File: src/rtl/hv_bundle_seq_pkg.sv
// Shared types for the HV bundle sequencer: FSM state encoding and the
// smallest bundle size the bundler can complete.
package hv_bundle_seq_pkg;

    typedef enum logic [2:0] {
        S_IDLE,
        S_RD,
        S_RD_WAIT,
        S_ISSUE,
        S_HOLD,
        S_DONE_WAIT,
        S_RES_WAIT,
        S_WRITE
    } BundleSeq_State_t;

    localparam int MIN_NUM_HV = 2;

endpackage

File: src/rtl/hv_bundle_sequencer.sv
// Streams element d of every hypervector into the bundler as one bundle,
// then writes the bundled result to result-memory address d, for all d.
module hv_bundle_sequencer
    import hv_bundle_seq_pkg::*;
#(
    parameter int HV_DATA_WIDTH = 32,
    parameter int HV_DIM        = 1024,
    parameter int ADDR_WIDTH    = 16,
    parameter int CNT_WIDTH     = 8,
    parameter int RD_LAT        = 1,
    parameter int RES_LAT       = 2
) (
    input  logic                       clk,
    input  logic                       reset_n,
    input  logic                       start,
    input  logic [ADDR_WIDTH-1:0]      base_addr,
    input  logic [CNT_WIDTH-1:0]       num_hv,
    output logic                       busy,
    output logic                       finished,
    output logic                       error,
    output logic                       rd_en,
    output logic [ADDR_WIDTH-1:0]      rd_addr,
    input  logic [HV_DATA_WIDTH-1:0]   rd_data,
    output logic                       bnd_valid,
    output logic                       bnd_first,
    output logic                       bnd_last,
    output logic [HV_DATA_WIDTH-1:0]   bnd_data,
    input  logic                       bnd_ready,
    input  logic                       bnd_done,
    input  logic [HV_DATA_WIDTH-1:0]   bnd_data_out,
    output logic                       wr_en,
    output logic [$clog2(HV_DIM)-1:0]  wr_addr,
    output logic [HV_DATA_WIDTH-1:0]   wr_data
);

    localparam int DIM_W   = $clog2(HV_DIM);
    localparam int LAT_MAX = (RD_LAT > RES_LAT) ? RD_LAT : RES_LAT;
    localparam int LAT_W   = (LAT_MAX < 2) ? 1 : $clog2(LAT_MAX);

    localparam logic [LAT_W-1:0]      RD_WAIT_INIT  = LAT_W'(RD_LAT - 1);
    localparam logic [LAT_W-1:0]      RES_WAIT_INIT = LAT_W'(RES_LAT - 1);
    localparam logic [DIM_W-1:0]      D_LAST        = DIM_W'(HV_DIM - 1);
    localparam logic [ADDR_WIDTH-1:0] K_STRIDE      = ADDR_WIDTH'(HV_DIM);
    localparam logic [CNT_WIDTH-1:0]  NUM_MIN       = CNT_WIDTH'(MIN_NUM_HV);

    BundleSeq_State_t r_state;
    BundleSeq_State_t w_state_nxt;

    logic [ADDR_WIDTH-1:0]    r_col_addr;
    logic [ADDR_WIDTH-1:0]    r_elem_addr;
    logic [CNT_WIDTH-1:0]     r_num_hv;
    logic [CNT_WIDTH-1:0]     r_k;
    logic [DIM_W-1:0]         r_d;
    logic [LAT_W-1:0]         r_cnt;
    logic [HV_DATA_WIDTH-1:0] r_bnd_data;
    logic [HV_DATA_WIDTH-1:0] r_wr_data;

    logic r_busy, r_finished, r_error, r_rd_en;
    logic r_bnd_valid, r_bnd_first, r_bnd_last, r_wr_en;

    logic w_busy_nxt, w_finished_nxt, w_error_nxt, w_rd_en_nxt;
    logic w_bnd_valid_nxt, w_bnd_first_nxt, w_bnd_last_nxt, w_wr_en_nxt;

    logic w_start_ok, w_start_bad, w_k_last, w_d_last, w_cnt_zero;

    assign w_start_ok  = (r_state == S_IDLE) && start && (num_hv >= NUM_MIN);
    assign w_start_bad = (r_state == S_IDLE) && start && (num_hv < NUM_MIN);
    assign w_k_last    = (r_k == r_num_hv - CNT_WIDTH'(1));
    assign w_d_last    = (r_d == D_LAST);
    assign w_cnt_zero  = (r_cnt == '0);

    always_ff @(posedge clk or negedge reset_n) begin
        if (!reset_n) r_state <= S_IDLE;
        else          r_state <= w_state_nxt;
    end

    always_comb begin
        w_state_nxt = r_state;
        case (r_state)
            S_IDLE:      if (w_start_ok) w_state_nxt = S_RD;
            S_RD:        w_state_nxt = S_RD_WAIT;
            S_RD_WAIT:   if (w_cnt_zero) w_state_nxt = S_ISSUE;
            S_ISSUE:     if (bnd_ready) w_state_nxt = S_HOLD;
            S_HOLD:      w_state_nxt = w_k_last ? S_DONE_WAIT : S_RD;
            S_DONE_WAIT: if (bnd_done) w_state_nxt = S_RES_WAIT;
            S_RES_WAIT:  if (w_cnt_zero) w_state_nxt = S_WRITE;
            S_WRITE:     w_state_nxt = w_d_last ? S_IDLE : S_RD;
            default:     w_state_nxt = S_IDLE;
        endcase
    end

    // Output flops are loaded from the next state so every strobe is registered.
    always_comb begin
        w_rd_en_nxt     = (w_state_nxt == S_RD);
        w_bnd_valid_nxt = (r_state == S_ISSUE) && bnd_ready;
        w_bnd_first_nxt = w_bnd_valid_nxt && (r_k == '0);
        w_bnd_last_nxt  = r_bnd_last;
        if (w_bnd_valid_nxt && w_k_last)
            w_bnd_last_nxt = 1'b1;
        else if (w_state_nxt == S_WRITE)
            w_bnd_last_nxt = 1'b0;
        w_wr_en_nxt     = (w_state_nxt == S_WRITE);
        w_busy_nxt      = (w_state_nxt != S_IDLE);
        w_finished_nxt  = (r_state == S_WRITE) && w_d_last;
        w_error_nxt     = w_start_bad;
    end

    always_ff @(posedge clk or negedge reset_n) begin
        if (!reset_n) begin
            r_rd_en     <= 1'b0;
            r_bnd_valid <= 1'b0;
            r_bnd_first <= 1'b0;
            r_bnd_last  <= 1'b0;
            r_wr_en     <= 1'b0;
            r_busy      <= 1'b0;
            r_finished  <= 1'b0;
            r_error     <= 1'b0;
        end else begin
            r_rd_en     <= w_rd_en_nxt;
            r_bnd_valid <= w_bnd_valid_nxt;
            r_bnd_first <= w_bnd_first_nxt;
            r_bnd_last  <= w_bnd_last_nxt;
            r_wr_en     <= w_wr_en_nxt;
            r_busy      <= w_busy_nxt;
            r_finished  <= w_finished_nxt;
            r_error     <= w_error_nxt;
        end
    end

    // Addressing steps by HV_DIM per hypervector and by one per dimension,
    // so base + k*HV_DIM + d never needs a multiplier.
    always_ff @(posedge clk or negedge reset_n) begin
        if (!reset_n) begin
            r_col_addr  <= '0;
            r_elem_addr <= '0;
            r_num_hv    <= '0;
            r_k         <= '0;
            r_d         <= '0;
            r_cnt       <= '0;
            r_bnd_data  <= '0;
            r_wr_data   <= '0;
        end else begin
            case (r_state)
                S_IDLE: begin
                    if (w_start_ok) begin
                        r_num_hv    <= num_hv;
                        r_col_addr  <= base_addr;
                        r_elem_addr <= base_addr;
                        r_k         <= '0;
                        r_d         <= '0;
                    end
                end
                S_RD: r_cnt <= RD_WAIT_INIT;
                S_RD_WAIT: begin
                    if (w_cnt_zero) r_bnd_data <= rd_data;
                    else            r_cnt      <= r_cnt - LAT_W'(1);
                end
                S_HOLD: begin
                    if (!w_k_last) begin
                        r_k         <= r_k + CNT_WIDTH'(1);
                        r_elem_addr <= r_elem_addr + K_STRIDE;
                    end
                end
                S_DONE_WAIT: r_cnt <= RES_WAIT_INIT;
                S_RES_WAIT: begin
                    if (w_cnt_zero) r_wr_data <= bnd_data_out;
                    else            r_cnt     <= r_cnt - LAT_W'(1);
                end
                S_WRITE: begin
                    if (!w_d_last) begin
                        r_d         <= r_d + DIM_W'(1);
                        r_k         <= '0;
                        r_col_addr  <= r_col_addr + ADDR_WIDTH'(1);
                        r_elem_addr <= r_col_addr + ADDR_WIDTH'(1);
                    end
                end
                default: ;
            endcase
        end
    end

    assign busy      = r_busy;
    assign finished  = r_finished;
    assign error     = r_error;
    assign rd_en     = r_rd_en;
    assign rd_addr   = r_elem_addr;
    assign bnd_valid = r_bnd_valid;
    assign bnd_first = r_bnd_first;
    assign bnd_last  = r_bnd_last;
    assign bnd_data  = r_bnd_data;
    assign wr_en     = r_wr_en;
    assign wr_addr   = r_d;
    assign wr_data   = r_wr_data;

endmodule

File: config.mk
export PLATFORM = sky130hd
export DESIGN_NAME = hv_bundle_sequencer
export DESIGN_NICKNAME = d
export VERILOG_FILES = /design/src/rtl/hv_bundle_seq_pkg.sv /design/src/rtl/hv_bundle_sequencer.sv
export SDC_FILE = /design/constraint.sdc
export NUM_CORES = 1
export LEC_CHECK = 0
export ABC_AREA = 1
export CORE_AREA = 2 2 119 121
export CTS_CLUSTER_DIAMETER = 60
export DETAILED_ROUTE_END_ITERATION = 12
export DIE_AREA = 0 0 121 123
export PLACE_DENSITY_LB_ADDON = 0.08
export SYNTH_ARGS = -nofsm -noshare
export SYNTH_HDL_FRONTEND = slang
export SYNTH_SLANG_ARGS = --single-unit
File: constraint.sdc
create_clock -name clk -period 1.95 [get_ports clk]
set_input_delay 0.2925 -clock clk [delete_from_list [all_inputs] [get_ports clk]]
set_output_delay 0.2925 -clock clk [all_outputs]
set_load 0.02 [all_outputs]
==> Word-level counts from Yosys, hierarchy flattened <==
Index checks and enable logic that the tools add are counted.
{ "op_classes": {"n_addsub": 6, "magnitude_cmp": 2, "n_eq_ne": 14, "mux": 24, "bitwise": 1, "reduce_logical": 20} }
{ "op_table": {"columns": ["cell", "count"], "rows": [
  ["16-bit two-way mux", 3],
  ["16-bit one-hot mux with 3 select lines", 1],
  ["16-bit one-hot mux with 2 select lines", 1],
  ["8-bit two-way mux", 3],
  ["3-bit one-hot mux with 8 select lines", 1],
  ["8-bit one-hot mux with 3 select lines", 1],
  ["10-bit two-way mux", 2],
  ["10-bit one-hot mux with 2 select lines", 1],
  ["3-bit two-way mux", 6],
  ["16-bit by 1-bit adder with 16-bit output, second input constant", 1],
  ["16-bit by 11-bit adder with 16-bit output, second input constant", 1],
  ["3-bit == test, second input constant", 5],
  ["10-bit by 1-bit adder with 10-bit output, second input constant", 1],
  ["10-bit == test, second input constant", 1],
  ["3-bit nonzero test", 3],
  ["8-bit by 1-bit adder with 8-bit output, second input constant", 1],
  ["8-bit == test", 1],
  ["8-bit by 2-bit >= comparator with 1-bit output, second input constant", 1],
  ["8-bit logical NOT", 1],
  ["8-bit by 2-bit < comparator with 1-bit output, second input constant", 1],
  ["8-bit by 1-bit subtractor with 8-bit output, second input constant", 1],
  ["1-bit logical AND", 7],
  ["3-bit by 1-bit == test with 1-bit output, second input constant", 2],
  ["3-bit by 2-bit == test with 1-bit output, second input constant", 2],
  ["other kinds (11)", 19]
]} }
{ "totals": {"regBits": 134, "in_bits": 93, "output_inout_bits": 98, "word_cells": 84} }

==> Longest topological paths before layout <==
{ "logic_depth": {"ltp_word": 8, "ltp_mapped": 16, "depth_no_buf": 15} }

==> Worst setup path before layout <==
Ideal clock, no wire load.
{ "synth_timing": {"path_kind": "reg2reg", "from": "reg r_d[0], in the netlist wr_addr[0]", "to": "reg r_elem_addr[14], in the netlist rd_addr[14]", "arrival_ns": 1.777, "slack_ns": 0.056, "stages_incl_launch_ff": 14, "n_path_buf": 1, "period_less_slack_ns": 1.894, "cell_sequence": "dfrtp_1 -> ha_1 -> nand2_1 -> nor2_4 -> nand3_2 -> nor2_2 -> nand2_2 -> nand2_4 -> nand2_4 -> inv_6 -> nand2_4 -> buf_6 -> nand2_1 -> nand2_1"} }
{ "synth_between": {"elab_chain_len": 3} }
{ "synth_rtl": {"columns": ["element", "line_no", "source"], "rows": [
  ["start, declared", "hv_bundle_sequencer.sv:53", "logic [DIM_W-1:0] r_d;"],
  ["start signal, assigned", "hv_bundle_sequencer.sv:171", "r_d <= r_d + DIM_W'(1);"],
  ["10-bit == test", "hv_bundle_sequencer.sv:69", "assign w_d_last = (r_d == D_LAST);"],
  ["2-bit inequality test (no source line)", null, null],
  ["4-bit AND reduction (no source line)", null, null],
  ["end signal, assigned", "hv_bundle_sequencer.sv:148", "r_elem_addr <= base_addr;"],
  ["end signal, assigned", "hv_bundle_sequencer.sv:161", "r_elem_addr <= r_elem_addr + K_STRIDE;"],
  ["end signal, assigned", "hv_bundle_sequencer.sv:174", "r_elem_addr <= r_col_addr + ADDR_WIDTH'(1);"],
  ["end, declared", "hv_bundle_sequencer.sv:50", "logic [ADDR_WIDTH-1:0] r_elem_addr;"]
]} }
Every way passes these cells.
A chain may end at the register's enable or synchronous reset.

==> Worst setup path after layout <==
{ "layout_timing": {"from": "reg r_num_hv[1]", "to": "reg r_elem_addr[10], in the netlist rd_addr[10]"} }
{ "layout_between": {"elab_chain_len": 4} }
{ "layout_rtl": {"columns": ["element", "line_no", "source"], "rows": [
  ["start, declared", "hv_bundle_sequencer.sv:51", "logic [CNT_WIDTH-1:0] r_num_hv;"],
  ["start signal, assigned", "hv_bundle_sequencer.sv:146", "r_num_hv <= num_hv;"],
  ["8-bit by 1-bit subtractor with 8-bit output", "hv_bundle_sequencer.sv:68", "assign w_k_last = (r_k == r_num_hv - CNT_WIDTH'(1));"],
  ["8-bit == test", "hv_bundle_sequencer.sv:68", null],
  ["2-bit inequality test (no source line)", null, null],
  ["4-bit AND reduction (no source line)", null, null]
]} }
Every way passes these cells.

==> flow_summary.toml <==
[status]
status = "finished, violations left"
violations_in_the_final_reports = "setup timing"

[placed_design]
detailed_place_hpwl_um = 12370
port-buffer-count = 190
gpl.final_weighted_congestion = 0.8652
dpl-instance-area_sq_um = 8592

[global_routing]
grt_first_pass_wirelength_um = 27350
first_global_vias = 5616
grt_start_max_net_pins = 48
globalRoute.totalOverflow = 0
antenna_found_initial = 0
grtUsageTotal = 0.2343

[route]
detail_route.drc_violations = 0
drt_first_pass_iters = 5
drt_first_iter_violations = 362
wl_per_cell_um = 15.02
routed_via_density = 5.046
routed_wl_um = 17380
drt.antenna.violating_nets = 0
dr_total_vias = 5838

[timing]
fin_crit_ps = 1960
hold_violations = 0
max_freq_mhz = 510.1
clock_skew_ps = 11.53
final_max_slew_viol_count = 0
whs_ps = 398.7
min_period_over_period = 1.005
timing_worst_slew_pin_value_ps = 454.1
final_count_of_negative_setup_slack_endpoints = 1
finalWorstSetupSlack_ps = -10.35
slew-limit-headroom = 0.6973
unrepaired_setup_endpoints_after_global_routing = "yes"

[layout]
diodes = 0
areaGrowthSynthToFinish_pct = 47.27
fin_nets = 1065
stdcell_area_sq_um = 9371
multi_input_area_sq_um = 2755
fin_util = 0.6885
nFillCells = 1049
final-seq-area_sq_um = 3353
final_layout_size_suffix_gt1_frac = 0.1402

[setup_path]
setup.worst_path.class = "reg -> reg"
cpLargestDelayFamily = "simple AND/OR/NAND/NOR gates"
worstReg2RegStart = "r_num_hv[1]"
worstSetupStartpoint = "r_num_hv[1]"
cpMaxStageDelayCell = "dfrtp_1"
worst_setup_path_end_kind = "flop"
timing.critical_path.from_type = "flop"
crit_path_cells = "buf_4, nor2_2, nand2_2, nor2_2, nand2_1, nand3_1, nand2_1, nor2_1, nand2_2, nand2_4, buf_6, nand3_2, nand2_2"
critPathBufInv = 2
most_common_cell_type_on_the_critical_path = "nand2_2"
required_ps = 2300
cp_slowest_stage_delay_ps = 380
crit_path_max_fanout = 6
reg2reg_to = "rd_addr[10]"
worst-endpoint-arrival_ps = 2310
timing.reg2reg.setup_slack_ps = -10
ff2ff_path_depth = 13

[cts]
cts_max_path_buffers = 2
clock_sink_count = 134
insertion_delay_ps = 420
clock-root-buffer = "clkbuf_16"
htreeDepth = 4
cts.reportedPaths.clkPinSlew_ps = 60
clock_tree_from_tritoncts = "yes"
tritoncts.num_buffers = 17

[synth]
synthCells = 744
netlist-cell-type-count = 37
synth_area_leader_cell = "dfrtp_1"
synth.net_count = 843
top_reg_cell_synth = "dfrtp_1"
post_synthesis_sequential_area_ratio = 0.5269
yosys_register_bits = 134
synth-warning-count = 0
avgSynthCellArea_sq_um = 8.553
post_synth_most_frequent_cells = "nand2_1 (270), dfrtp_1 (134), inv_1 (57), nor2_1 (48), nand3_1 (45)"
post_synth_edffs = 0
post-synth-top-count-cell = "nand2_1"
postSynth.asyncResetShare = 1.000
synthDominantCellAreaShare = 0.5269
synth_area_sq_um = 6364
ranking_of_synthesized_cells_by_area = "dfrtp_1 (53%), nand2_1 (16%), mux2_2 (5.7%), nand3_1 (3.5%), inv_1 (3.4%)"

[die]
dieHeight_um = 123
initial_utilization = 0.4675
pin_count = 191
row_count = 43
die_w_um = 121
floorplan.core_area_sq_um = 13610
fp.dieArea_sq_um = 14880

[power_and_ir_drop]
pwr_dens_nw_per_um2 = 1587
ir_drop_uv = 836.4
power.static_leakage_nw = 4.311

[job]
drv_cap = 0

[worst_hold_path]
min-delay-path-class = "in -> async"
-- per-stage QoR --
step	power (mW)	instances	setup slack (ps)	setup TNS, ps
6_report	14.87	1157	-10.35	-10.35
5_1_grt	15.84	1157	-117.4	-1056
4_1_cts	14.73	1149	41.78	0
3_5_place_dp	11.41	1118	17.37	0
3_3_place_gp	11.25	1118	101.6	0
2_1_floorplan	8.441	744	55.85	0
-- worst reg2reg max path: stages, from the launching register on --
cell and delay [ps]:
dfrtp_1 380, buf_4 140, nor2_2 150, nand2_2 100, nor2_2 150, nand2_1 100, nand3_1 110, nand2_1 50
nor2_1 130, nand2_2 120, nand2_4 160, buf_6 150, nand3_2 80, nand2_2 80
-- layout make-up --
cell class / instances / area share
Clock buffer: 23 / 0.05100
Tap cell: 180 / 0.02403
Timing Repair Buffer: 223 / 0.2350
Clock inverter: 7 / 0.01282
Inverter: 62 / 0.02537
Multi-Input combinational cell: 528 / 0.2940
Sequential cell: 134 / 0.3578
-- layer usage --
metal / vias to the layer above / wire [um] / track usage
met1: 2758 / 7775 / 0.3099
met4: 0 / 383 / 0.09084
met5: - / 0 / 0
met2: 208 / 8292 / 0.3806
li1: 2842 / - / -
met3: 30 / 931 / 0.04889
-- cell usage in the layout, fill, tap and decap left out, types with 4 or more instances in the layout --
cell and n:
ha_1 4, nor3_1 13, nand3_1 37, nand4_1 9, nand2_2 8, xor2_1 10
clkbuf_16 17, nand2_4 4, nor2_2 6, a21oi_1 16, clkdlybuf4s50_1 189, o211ai_1 4
buf_4 26, o21ai_0 39, inv_2 7, mux2_2 32, nand3_2 10, nor2_1 46
inv_1 54, nand2_1 264, dfrtp_1 134, buf_6 4
-- state kept, by name (all words and copies together) (netlist names) --
signal	cells
r_k	8
wr_addr	10
finished	1
r_num_hv	8
r_state	3
bnd_last	1
error	1
bnd_valid	1
bnd_first	1
r_col_addr	16
r_cnt	1
busy	1
rd_addr	16
wr_data	32
bnd_data	32
rd_en	1
wr_en	1
-- what timing repair did --
action	in CTS	in global routing
gates resized for setup	1	28
setup buffers	0	6
pin swaps	0	21
gates cloned	0	2
hold buffers	1	0
setup endpoints to repair	1	44
hold endpoints to repair	44	0
-- report_power, final --
group	internal (mW)	total, mW	switching (mW)
clock	2.10	3.24	1.14
sequential	3.99	4.78	0.796
combinational	3.18	6.84	3.67
total	9.27	14.9	5.60
-- worst max path at each step --
stage | slack (ps) | to | cells past startpoint
floorplan | 60 | rd_addr[14] | 13
global placement | 100 | wr_addr[3] | 11
detailed placement | 20 | rd_addr[10] | 13
CTS | 40 | rd_addr[10] | 14
global route | -120 | rd_addr[10] | 15
finish | -10 | rd_addr[10] | 13
-- kinds of logic (layout without fill, tap and decap cells) --
kind of cell    after synthesis  in the layout  synth area share
simple gates                405            407            0.2688
flops                       134            134            0.5269
buf+inv                      84            315           0.05820
compound gates               71             71           0.06115
mux                          32             32           0.05663
xor+xnor                     12             12           0.01652
fa+ha+maj                     6              6           0.01180
No activity file was read; power rests on OpenSTA's default activity.
==> RTL edit (config.mk and constraints unchanged) <==
Make the reset (`reset_n`) synchronous in 3 clocked blocks.
--- a/src/rtl/hv_bundle_sequencer.sv
+++ b/src/rtl/hv_bundle_sequencer.sv
@@ -70,5 +70,5 @@
     assign w_cnt_zero  = (r_cnt == '0);
 
-    always_ff @(posedge clk or negedge reset_n) begin
+    always_ff @(posedge clk) begin
         if (!reset_n) r_state <= S_IDLE;
         else          r_state <= w_state_nxt;
@@ -106,5 +106,5 @@
     end
 
-    always_ff @(posedge clk or negedge reset_n) begin
+    always_ff @(posedge clk) begin
         if (!reset_n) begin
             r_rd_en     <= 1'b0;
@@ -130,5 +130,5 @@
     // Addressing steps by HV_DIM per hypervector and by one per dimension,
     // so base + k*HV_DIM + d never needs a multiplier.
-    always_ff @(posedge clk or negedge reset_n) begin
+    always_ff @(posedge clk) begin
         if (!reset_n) begin
             r_col_addr  <= '0;
Check against the original RTL: differs if reset_n is asserted again (counterexample within 4 cycles, from zero or initial values and one cycle with reset_n low); with reset_n held inactive, the same outputs for 10 cycles.
==> RTL edit against the original RTL <==
Sequential cell count unchanged. Worst setup slack better by 0.11 ns. Cell area down 4.4%. Power down 21%. Via count up 2.8%. Die area unchanged. Clock skew down 0.0047 ns. Routed wire length down 8.5%. First-iteration DRC count down 13%. Critical endpoint is now r_k[5]. Synthesized area down 7.2%. Maximum frequency up 6.2%. Critical path depth unchanged.
==> RTL edit: results (changes against the original RTL) <==
* GRT Util Overall at 0.218 (-0.0161)
* Register-to-Register Path Depth at 13 (unchanged)
* Max transition margin at 0.716 (+0.0184)
* Hold/Removal Path Class: in2reg
* # port buffers at 190 (unchanged)
* Ys async rst share at 0 (-1.00)
* Clk buf depth at 2 (unchanged)
* Slowest stage delay, CP at 0.34 ns (-0.04 ns)
* Post-synth net total at 945 (+12%)
* Place WS at -0.104 ns (-0.122 ns)
* Vias in the first global route at 5640 (+0.43%)
* Crit path from: r_num_hv[0]
* Clock Latency Late Sink at 0.41 ns
* Placer congestion estimate at 0.841 (-2.8%)
* First-pass GRT wire length at 26200 um (-4.1%)
* Seq/Total Area, Yosys at 0.454 (-0.0725)
* Synth cell types at 35 (-5.4%)
* Placed Cells at 1212 (+8.4%)
* Top post-synthesis cells by count: nor2_1, dfxtp_1, nand2_1
* Layout cells sized above 1 at 0.101 (-0.0388)
* Routed length per instance at 12.8 um (-15%)
* Placed cell area at 8210 um2 (-4.4%)
* CP max FO at 7 (+1)
* Vias per cell at 4.82 (-4.5%)
* Status: completed
* Fraction of the mapped netlist area in adder cells at 0.0127 (+0.000920)
* Largest net degree at the start of global routing at 89 (+85%)
* Synth Area in Compound Gates at 0.152 (+0.0910)
* WP data arrival at 2.13 ns (-0.18 ns)
* Crit Reg-Reg Endpoint: r_k[5]
* Worst IR Drop VDD at 907 uV (+8.5%)
* Worst Skew at 0.00679 ns (-0.00474 ns)
* Flop-to-flop setup slack at 0.10 ns (+0.11 ns)
* Synth top area share at 0.454 (-0.0725)
* CP max stage cell: dfxtp_2
* Pleak at 3.65 nW (-15%)
* Top FF cell, synth: dfxtp_1
* Fillers at 1218 (+16%)
* Area contributors post-synth: dfxtp_1, nor2_1, nand2_1
* HPWL after DPL at 11000 um (-11%)
* Drt first pass iters at 4 (-1)
* Drt initial violations at 316 (-13%)
* Portion of netlist area occupied by mux cells at 0 (-0.0566)
* Final setup violating endpoints at 0 (-1)
* XOR/XNOR Fraction of Synth Area at 0.0223 (+0.00574)
* Mapped Cells at 846 (+14%)
* Routed Wire Length at 15900 um (-8.5%)
* Worst path top cell family by delay: simple AND/OR/NAND/NOR gates
==> RTL edit: cell count changes in the layout (fill, tap and decap cells not counted), moves of 5 or more <==
cell	delta
dfxtp_1	+132
mux2_2	-32
o21ai_0	+56
dfrtp_1	-134
nand3_1	+6
nand3_2	-9
a21oi_1	+39
nor3_1	-5
nor2_1	+155
inv_1	+7
nand2_1	-140
==> RTL edit: kinds of logic after synthesis <==
family | after synthesis
and+or+nand+nor | 413
xor gates and xnor gates | 15
adders and majority gates | 6
AOI/OAI and AO/OA | 170
DFF | 134
buffers and inverters | 108
==> RTL edit: per-layer routing <==
| metal | vias up | routed length (um) | global-route usage |
|---|---|---|---|
| met4 | 0 | 252 | 0.0770 |
| met5 | - | 0 | 0 |
| li1 | 3151 | - | - |
| met3 | 21 | 1210 | 0.0761 |
| met1 | 2649 | 7150 | 0.268 |
| met2 | 181 | 7300 | 0.356 |
==> RTL edit: layout make-up <==
type                       count  area [um2]  area share
clock inverter                 4        70.1     0.00782
sequential                   134        2690       0.300
multi-input combinational    604        2920       0.326
inverter                      68         255      0.0285
timing repair buffer         230        2300       0.257
tap                          180         225      0.0251
clock buffer                  25         495      0.0553
==> RTL edit: power breakdown <==
| part | switching [mW] | leakage (nW) | internal (mW) |
|---|---|---|---|
| combinational | 2.62 | 2.28 | 2.22 |
| sequential | 0.476 | 1.09 | 3.40 |
| clock | 1.09 | 0.279 | 1.99 |
==> RTL edit: worst max path at each step <==
stage                            end  slack [ns]  depth (start not counted)
after floorplan           wr_addr[7]        0.09                         11
after global placement    rd_addr[5]       -0.06                         10
after detailed placement  rd_addr[5]       -0.10                         10
after CTS                 rd_addr[5]        0.04                         11
after global routing          r_k[1]       -0.09                         14
final                         r_k[5]        0.10                         13
==> RTL edit: tightest hold or removal path, cell delays in order <==
cell	delay (ns)
buf_2	0.12
clkinv_1	0.25
a21oi_1	0.07
==> RTL edit: timing repair <==
item	in CTS	in global routing
endpoints found under the hold margin	0	0
endpoints found under the setup margin	0	51
gates resized for setup	0	39
buffers inserted	0	2
==> RTL edit: stage by stage <==
step	TNS (ns)	hold WS, ns
5_1_grt	-0.692	0.397
2_1_floorplan	0	0.427
4_1_cts	0	0.360
3_5_place_dp	-2.06	0.458
3_3_place_gp	-0.780	0.451
6_report	0	0.374
